$ cat src/rtl/branch_seq.sv
// Multi-cycle conditional-branch sequencer: reads rs1/rs2 over a shared
// register-file port, compares them, and returns next PC, taken and exception.
module branch_seq #(
  parameter int unsigned PC_W = 8,
  parameter int unsigned XLEN = 32
) (
  input  logic            iCLK,
  input  logic            iRST,
  input  logic            iVALID,
  output logic            oREADY,
  input  logic [31:0]     iIR,
  input  logic [PC_W-1:0] iPC,
  input  logic            iFLUSH,
  output logic            oRF_REN,
  output logic [4:0]      oRF_RADDR,
  input  logic [XLEN-1:0] iRF_RDATA,
  output logic            oDONE,
  output logic [PC_W-1:0] oPC_NEXT,
  output logic            oTAKEN,
  output logic            oEXC
);

  localparam int unsigned IMM_W = 13;
  localparam logic [6:0]  OPC_BRANCH = 7'b1100011;

  typedef enum logic [2:0] {
    S_IDLE,
    S_RD1,
    S_RD2,
    S_CMP,
    S_DONE
  } state_t;

  state_t state;
  state_t state_nxt;

  logic [4:0]       rs1_q;
  logic [4:0]       rs2_q;
  logic [2:0]       func3_q;
  logic [IMM_W-1:0] imm_q;
  logic [PC_W-1:0]  pc_q;
  logic             illegal_q;
  logic [XLEN-1:0]  op1_q;

  logic             accept;
  logic [XLEN-1:0]  op2;
  logic             cond;
  logic [PC_W-1:0]  target;
  logic [PC_W-1:0]  pc_seq;
  logic [PC_W-1:0]  res_pc;
  logic             res_taken;
  logic             res_exc;

  // State register; reset wins over everything.
  always_ff @(posedge iCLK) begin
    if (iRST) begin
      state <= S_IDLE;
    end else begin
      state <= state_nxt;
    end
  end

  // Next-state and state-decoded handshake / register-file controls.
  always_comb begin
    state_nxt = state;
    oREADY    = 1'b0;
    oRF_REN   = 1'b0;
    oRF_RADDR = 5'd0;
    oDONE     = 1'b0;
    case (state)
      S_IDLE: begin
        oREADY = ~iFLUSH;
        if (iVALID && !iFLUSH) begin
          state_nxt = S_RD1;
        end
      end
      S_RD1: begin
        oRF_REN   = (rs1_q != 5'd0);
        oRF_RADDR = rs1_q;
        state_nxt = iFLUSH ? S_IDLE : S_RD2;
      end
      S_RD2: begin
        oRF_REN   = (rs2_q != 5'd0);
        oRF_RADDR = rs2_q;
        state_nxt = iFLUSH ? S_IDLE : S_CMP;
      end
      S_CMP: begin
        state_nxt = iFLUSH ? S_IDLE : S_DONE;
      end
      S_DONE: begin
        oDONE     = ~iFLUSH & ~iRST;
        state_nxt = S_IDLE;
      end
      default: begin
        state_nxt = S_IDLE;
      end
    endcase
  end

  assign accept = (state == S_IDLE) && iVALID && oREADY;

  // Operand-2 selection, comparison and next-PC resolution.
  always_comb begin
    op2    = (rs2_q == 5'd0) ? '0 : iRF_RDATA;
    cond   = 1'b0;
    target = pc_q + PC_W'($signed(imm_q));
    pc_seq = pc_q + PC_W'(3'd4);
    case (func3_q)
      3'd0:    cond = (op1_q == op2);
      3'd1:    cond = (op1_q != op2);
      3'd4:    cond = ($signed(op1_q) <  $signed(op2));
      3'd5:    cond = ($signed(op1_q) >= $signed(op2));
      3'd6:    cond = (op1_q <  op2);
      3'd7:    cond = (op1_q >= op2);
      default: cond = 1'b0;
    endcase
    if (illegal_q) begin
      res_pc    = pc_seq;
      res_taken = 1'b0;
      res_exc   = 1'b1;
    end else if (cond) begin
      res_pc    = target;
      res_taken = 1'b1;
      res_exc   = target[1];
    end else begin
      res_pc    = pc_seq;
      res_taken = 1'b0;
      res_exc   = 1'b0;
    end
  end

  // Instruction capture on accept, op1 capture in RD2, result commit in CMP.
  always_ff @(posedge iCLK) begin
    if (iRST) begin
      rs1_q     <= 5'd0;
      rs2_q     <= 5'd0;
      func3_q   <= 3'd0;
      imm_q     <= '0;
      pc_q      <= '0;
      illegal_q <= 1'b0;
      op1_q     <= '0;
      oPC_NEXT  <= '0;
      oTAKEN    <= 1'b0;
      oEXC      <= 1'b0;
    end else begin
      if (accept) begin
        rs1_q     <= iIR[19:15];
        rs2_q     <= iIR[24:20];
        func3_q   <= iIR[14:12];
        imm_q     <= {iIR[31], iIR[7], iIR[30:25], iIR[11:8], 1'b0};
        pc_q      <= iPC;
        illegal_q <= (iIR[6:0] != OPC_BRANCH) ||
                     (iIR[14:12] == 3'd2) || (iIR[14:12] == 3'd3);
      end
      if (state == S_RD2) begin
        op1_q <= (rs1_q == 5'd0) ? '0 : iRF_RDATA;
      end
      if ((state == S_CMP) && !iFLUSH) begin
        oPC_NEXT <= res_pc;
        oTAKEN   <= res_taken;
        oEXC     <= res_exc;
      end
    end
  end

endmodule

$ cat config.mk
export PLATFORM = sky130hd
export DESIGN_NAME = branch_seq
export DESIGN_NICKNAME = d
export VERILOG_FILES = /design/src/rtl/branch_seq.sv
export SDC_FILE = /design/constraint.sdc
export NUM_CORES = 1
export LEC_CHECK = 0
export BUFFER_PORTS_ARGS = -buffer_cell sky130_fd_sc_hd__buf_2
export CORE_MARGIN = 4
export CORE_UTILIZATION = 59
export CTS_CLUSTER_SIZE = 28
export DETAILED_ROUTE_END_ITERATION = 10
export HOLD_SLACK_MARGIN = 0.02
export PLACE_DENSITY = 0.88
export SYNTH_ARGS = -nofsm -noshare
export SYNTH_HDL_FRONTEND = slang
export SYNTH_SLANG_ARGS = --single-unit
$ cat constraint.sdc
create_clock -name iCLK -period 6.1 [get_ports iCLK]
set_input_delay 0.915 -clock iCLK [delete_from_list [all_inputs] [get_ports iCLK]]
set_output_delay 0.915 -clock iCLK [all_outputs]
set_load 0.02 [all_outputs]
# After elaboration in Yosys (flattened, before gate mapping)
# Index checks and enable logic that the tools add are counted.
[word_totals]
regBits = 74
in_bits = 76
out_inout_bits = 18
[classes]
add_sub_neg = 2
magnitude_cmp = 4
eq_ne = 15
n_mux = 18
bitwise_logic = 3
n_reduce_logical = 13
[ops]
columns = ["operator", "n"]
rows = [
  ["$ge A32 B32 Y1", 2],
  ["$lt A32 B32 Y1", 2],
  ["$mux W32", 2],
  ["$eq A32 B32 Y1", 1],
  ["$ne A32 B32 Y1", 1],
  ["$mux W8", 2],
  ["$eq A3 B3 Y1 const B", 5],
  ["$eq A3 B2 Y1 const B", 4],
  ["$pmux W3 S4", 1],
  ["$logic_not A5 Y1", 2],
  ["$pmux W5 S2", 1],
  ["$reduce_bool A5 Y1", 2],
  ["$add A8 B3 Y8 const B", 1],
  ["$add A8 B8 Y8", 1],
  ["$ne A7 B7 Y1 const B", 1],
  ["$eq A3 B1 Y1 const B", 2],
  ["$logic_not A3 Y1", 2],
  ["$mux W1", 6],
  ["$mux W3", 2],
  ["$pmux W1 S6", 1],
  ["$logic_and A1 B1 Y1", 4],
  ["$mux W2", 2],
  ["$logic_or A1 B1 Y1", 2],
  ["$ne A2 B2 Y1 const B", 1],
  ["other kinds (4)", 5],
]

# Depth between registers and ports, before layout
[logic_depth]
depth_word = 6
ltp_mapped = 13
depth_no_buf = 12

# Least setup slack after synthesis
# No wires, ideal clock.
[synth_path]
path_kind = "input port to flip-flop"
start = "in iRF_RDATA[31]"
end = "reg oEXC"
setup_time_ns = 0.086
arrival_ns = 3.141
slack_ns = 2.873
cell_stages = 10
path_cell_list = "nand2_1 -> ha_1 -> nand4_4 -> nor4_4 -> nand2_1 -> a31o_2 -> nand3_1 -> mux2i_2 -> a41oi_1 -> a211oi_1"
[synth_between]
elab_chain_len = 5
[synth_rtl]
columns = ["element", "line", "source"]
rows = [
  ["start: declaration", "16", "input logic [XLEN-1:0] iRF_RDATA,"],
  ["$mux W32 *", "104", "op2 = (rs2_q == 5'd0) ? '0 : iRF_RDATA;"],
  ["$ge A32 B32 Y1 (tied with other cells)", "114", "3'd7: cond = (op1_q >= op2);"],
  ["$pmux W1 S6 *", "108", "case (func3_q)"],
  ["$mux W1 *", "121", "end else if (cond) begin"],
  ["$mux W1 *", "117", "if (illegal_q) begin"],
  ["end signal: assignment", "161", "oEXC <= res_exc;"],
  ["end: declaration", "20", "output logic oEXC"],
]
# Every way passes the cells marked *; elsewhere a longest branch is shown, timed or not.
# A chain may end at the register's enable or synchronous reset.

# Final worst setup path
[layout_path]
start = "reg rs2_q[4]"
end = "reg oPC_NEXT[3]"
[layout_between]
elab_chain_len = 6
[layout_rtl]
columns = ["element", "line", "source"]
rows = [
  ["start: declaration", "38", "logic [4:0] rs2_q;"],
  ["start signal: assignment", "148", "rs2_q <= iIR[24:20];"],
  ["$logic_not A5 Y1 *", "104", ""],
  ["$mux W32 *", "104", ""],
  ["$ge A32 B32 Y1 (tied with other cells)", "114", ""],
  ["$pmux W1 S6 *", "108", ""],
  ["$mux W8 *", "121", ""],
  ["$mux W8 *", "117", ""],
  ["end signal: assignment", "159", "oPC_NEXT <= res_pc;"],
  ["end: declaration", "18", "output logic [PC_W-1:0] oPC_NEXT,"],
]
# Marked as above.

==> flow_summary.ini <==
[status]
status = completed

[clock_network]
cts_sinks = 74
cts_setup_buffers = 0
cts.htree.levels = 3
path_clk_slew_ns = 0.08
clk_latency_ns = 0.35
cts_resized = 0
clockBufferDepth = 2
hold_buffers = 0
cts-root-buf = clkbuf_8
numCtsBuffers = 9
cts_tree = done

[synth]
yosysTopAreaCellShare_pct = 34.85
synthFlopType = dfxtp_1
yosysMostFrequentCell = nand2_1
synthTopCellsByCount = nand2_1 (140), a21oi_1 (81), dfxtp_1 (74)
synth_cell_types = 54
synth_edf_count = 0
synth.avg_cell_area_um2 = 7.672
synth_top_cell_by_area = dfxtp_1
synth_warnings = 0
synth-seq-cells = 74
ys_top_cells_by_area = dfxtp_1 (35%), nand2_1 (12%), ha_1 (11%)
synth_nets = 670
netlist_area_um2 = 4250
async_flop_share_pct = 0
yosysSeqAreaShare_pct = 34.85
syn_inst = 554

[timing]
fin_crit_sh_pct = 61.28
tns_ns = 0
max_slew_margin_pct = 18.48
finClkSkew_ns = 0.01168
finalHoldViolCount = 0
slew_violations = 0
rsz0062_at_grt = false
finalSetupViolations = 0
period_needed_ns = 3.738
tightest_slew_ns = 1.223
whs_ns = 0.4595
finalWorstSetupSlack_ns = 2.362
max_freq_ghz = 0.2675

[drt]
ant_nets = 0
avgViaCountPerCell = 5.891
drt_iter0_drc = 275
drc = 0
post_drt_wl_per_cell_um = 14.71
routed_wl_mm = 10.67
dr.pass1.iters = 5
vias = 4271

[global_routing]
grt_pass1_wl_mm = 18.05
antenna_found_initial = 0
grt_pass1_vias = 4089
grt_max_degree = 69
grt.total_usage_pct = 25.35
grt_overflow = 0

[die]
die_h_um = 92.88
die_x_um = 92.88
ios = 94
core_um2 = 6907
start_util_pct = 61.54
dieArea_um2 = 8626
num_rows = 30

[place]
post_dp_cell_area_um2 = 4720
gp_congestion = 0.8837
dp_hpwl_mm = 7.511
detailedPlace.worstSlack_ns = 2.346
portBuffers = 88

[power_and_ir_drop]
powerDensity_nw_per_um2 = 219.0
p_leak_nw = 1.996
ir_worst_vdd_v = 0.0001410

[worst_setup_path]
r2r-end = oPC_NEXT[3]$_SDFFE_PP0P_
worst-path-max-fanout = 33
r2r-start = rs2_q[4]$_SDFFE_PP0P_
cp.required_ns = 6.35
critPathKind = reg2reg
start_kind = flip-flop
endpoint_kind = flip-flop
reg2reg_setup_slack_ns = 2.36
crit_arrival_ns = 3.98
reg2regPathDepth = 13

[cells_and_area]
design_area_um2 = 4915
syn2layout_area_growth_pct = 15.63
finalNetCount = 740
n_antenna_cell = 0
layout-drive-gt1-share_pct = 19.40
utilization_pct = 71.16

[hold_path]
hold_end = oPC_NEXT[0]$_SDFFE_PP0P_
hold_path.startpoint = pc_q[0]$_SDFFE_PP0P_
hp-class = reg2reg
hold_depth = 2

[job]
maxCapViolations = 0
-- registers in the layout, summed over array words and instances (netlist names) --
name       cells
func3_q        3
oTAKEN         1
rs1_q          5
op1_q         32
oPC_NEXT       8
imm_q          7
oEXC           1
state          3
rs2_q          5
illegal_q      1
pc_q           8
-- worst max-delay path by stage --
stage,startpoint,to,slack (ns),cells past startpoint
floorplan,iRF_RDATA[31],oEXC$_SDFFE_PP0P_,2.87,10
global placement,iRF_RDATA[11],oPC_NEXT[4]$_SDFFE_PP0P_,2.44,11
detailed placement,iRF_RDATA[9],oPC_NEXT[3]$_SDFFE_PP0P_,2.35,11
CTS,rs2_q[4]$_SDFFE_PP0P_,oPC_NEXT[3]$_SDFFE_PP0P_,2.40,13
global route,rs2_q[3]$_SDFFE_PP0P_,oPC_NEXT[3]$_SDFFE_PP0P_,2.13,13
finish,rs2_q[4]$_SDFFE_PP0P_,oPC_NEXT[3]$_SDFFE_PP0P_,2.36,13
-- metrics by stage --
stage,cells,power (W)
3_5_place_dp,709,0.0007045
4_1_cts,725,0.001077
3_3_place_gp,709,0.0006971
2_1_floorplan,554,0.0006449
5_1_grt,725,0.001121
6_report,725,0.001077
-- logic make-up (layout without fill, tap and decap cells) --
kind of cell,count (synthesis),count (layout),share of synthesized area (%)
and+or+nand+nor,255,255,27.88
muxes,2,2,0.8536
adders and majority gates,40,40,11.95
DFF,74,74,34.85
buffers and inverters,44,119,3.886
AOI/OAI and AO/OA,129,129,18.52
xor gates and xnor gates,10,10,2.061
-- cell usage in the layout, fill, tap and decap left out, drive strengths merged, types with 2 or more instances in the layout --
cell type	n
xor2	3
mux2i	2
a211oi	4
a21o	2
nor4	4
a22oi	6
nor2b	5
xnor2	7
nand2	140
and4	2
clkbuf	10
ha	39
dfxtp	74
a31oi	4
clkinv	3
a2111o	2
o21ai	11
nand4	11
a31o	3
a2111oi	3
and2	4
nand3	40
or2	2
nor2	28
buf	91
nor3	8
nand4b	2
inv	12
clkinvlp	2
o221ai	2
a21oi	82
o21bai	2
-- power breakdown --
| part | internal (W) | leakage [nW] | total (W) | switching, W |
|---|---|---|---|---|
| logic | 0.0000714 | 1.30 | 0.000191 | 0.000120 |
| clock network | 0.000190 | 0.0925 | 0.000380 | 0.000190 |
| registers | 0.000494 | 0.599 | 0.000506 | 0.0000115 |
| total | 0.000755 | 2.00 | 0.00108 | 0.000321 |
-- area by class of cell --
type | count | area [µm²]
tap | 96 | 120.1
clock inverter | 6 | 67.56
clock buffer | 10 | 127.6
timing repair buffer | 91 | 462.9
fill | 581 | 1992
inverter | 12 | 45.04
sequential | 74 | 1481
multi-input combinational | 436 | 2610
-- layer usage --
metal / vias to the layer above / track usage (%) / routed length, µm
met2: 162 / 42.89 / 5224
met5: - / 0 / 0
met3: 26 / 4.062 / 753
li1: 2093 / - / -
met1: 1990 / 32.02 / 4464
met4: 0 / 10.26 / 224
-- critical path, cell delays in order, from the launching register on --
cell       delay, ns
dfxtp_1         0.37
nor3_1          0.07
nand2_1         0.06
buf_4           0.32
nand2_1         0.11
ha_1            0.30
a21oi_1         0.15
o21ai_0         0.12
a221oi_1        0.51
or2b_1          0.19
nand3_1         0.24
a2111oi_4       0.68
nand3_2         0.18
a211oi_1        0.32
(Power assumes the default switching activity.)
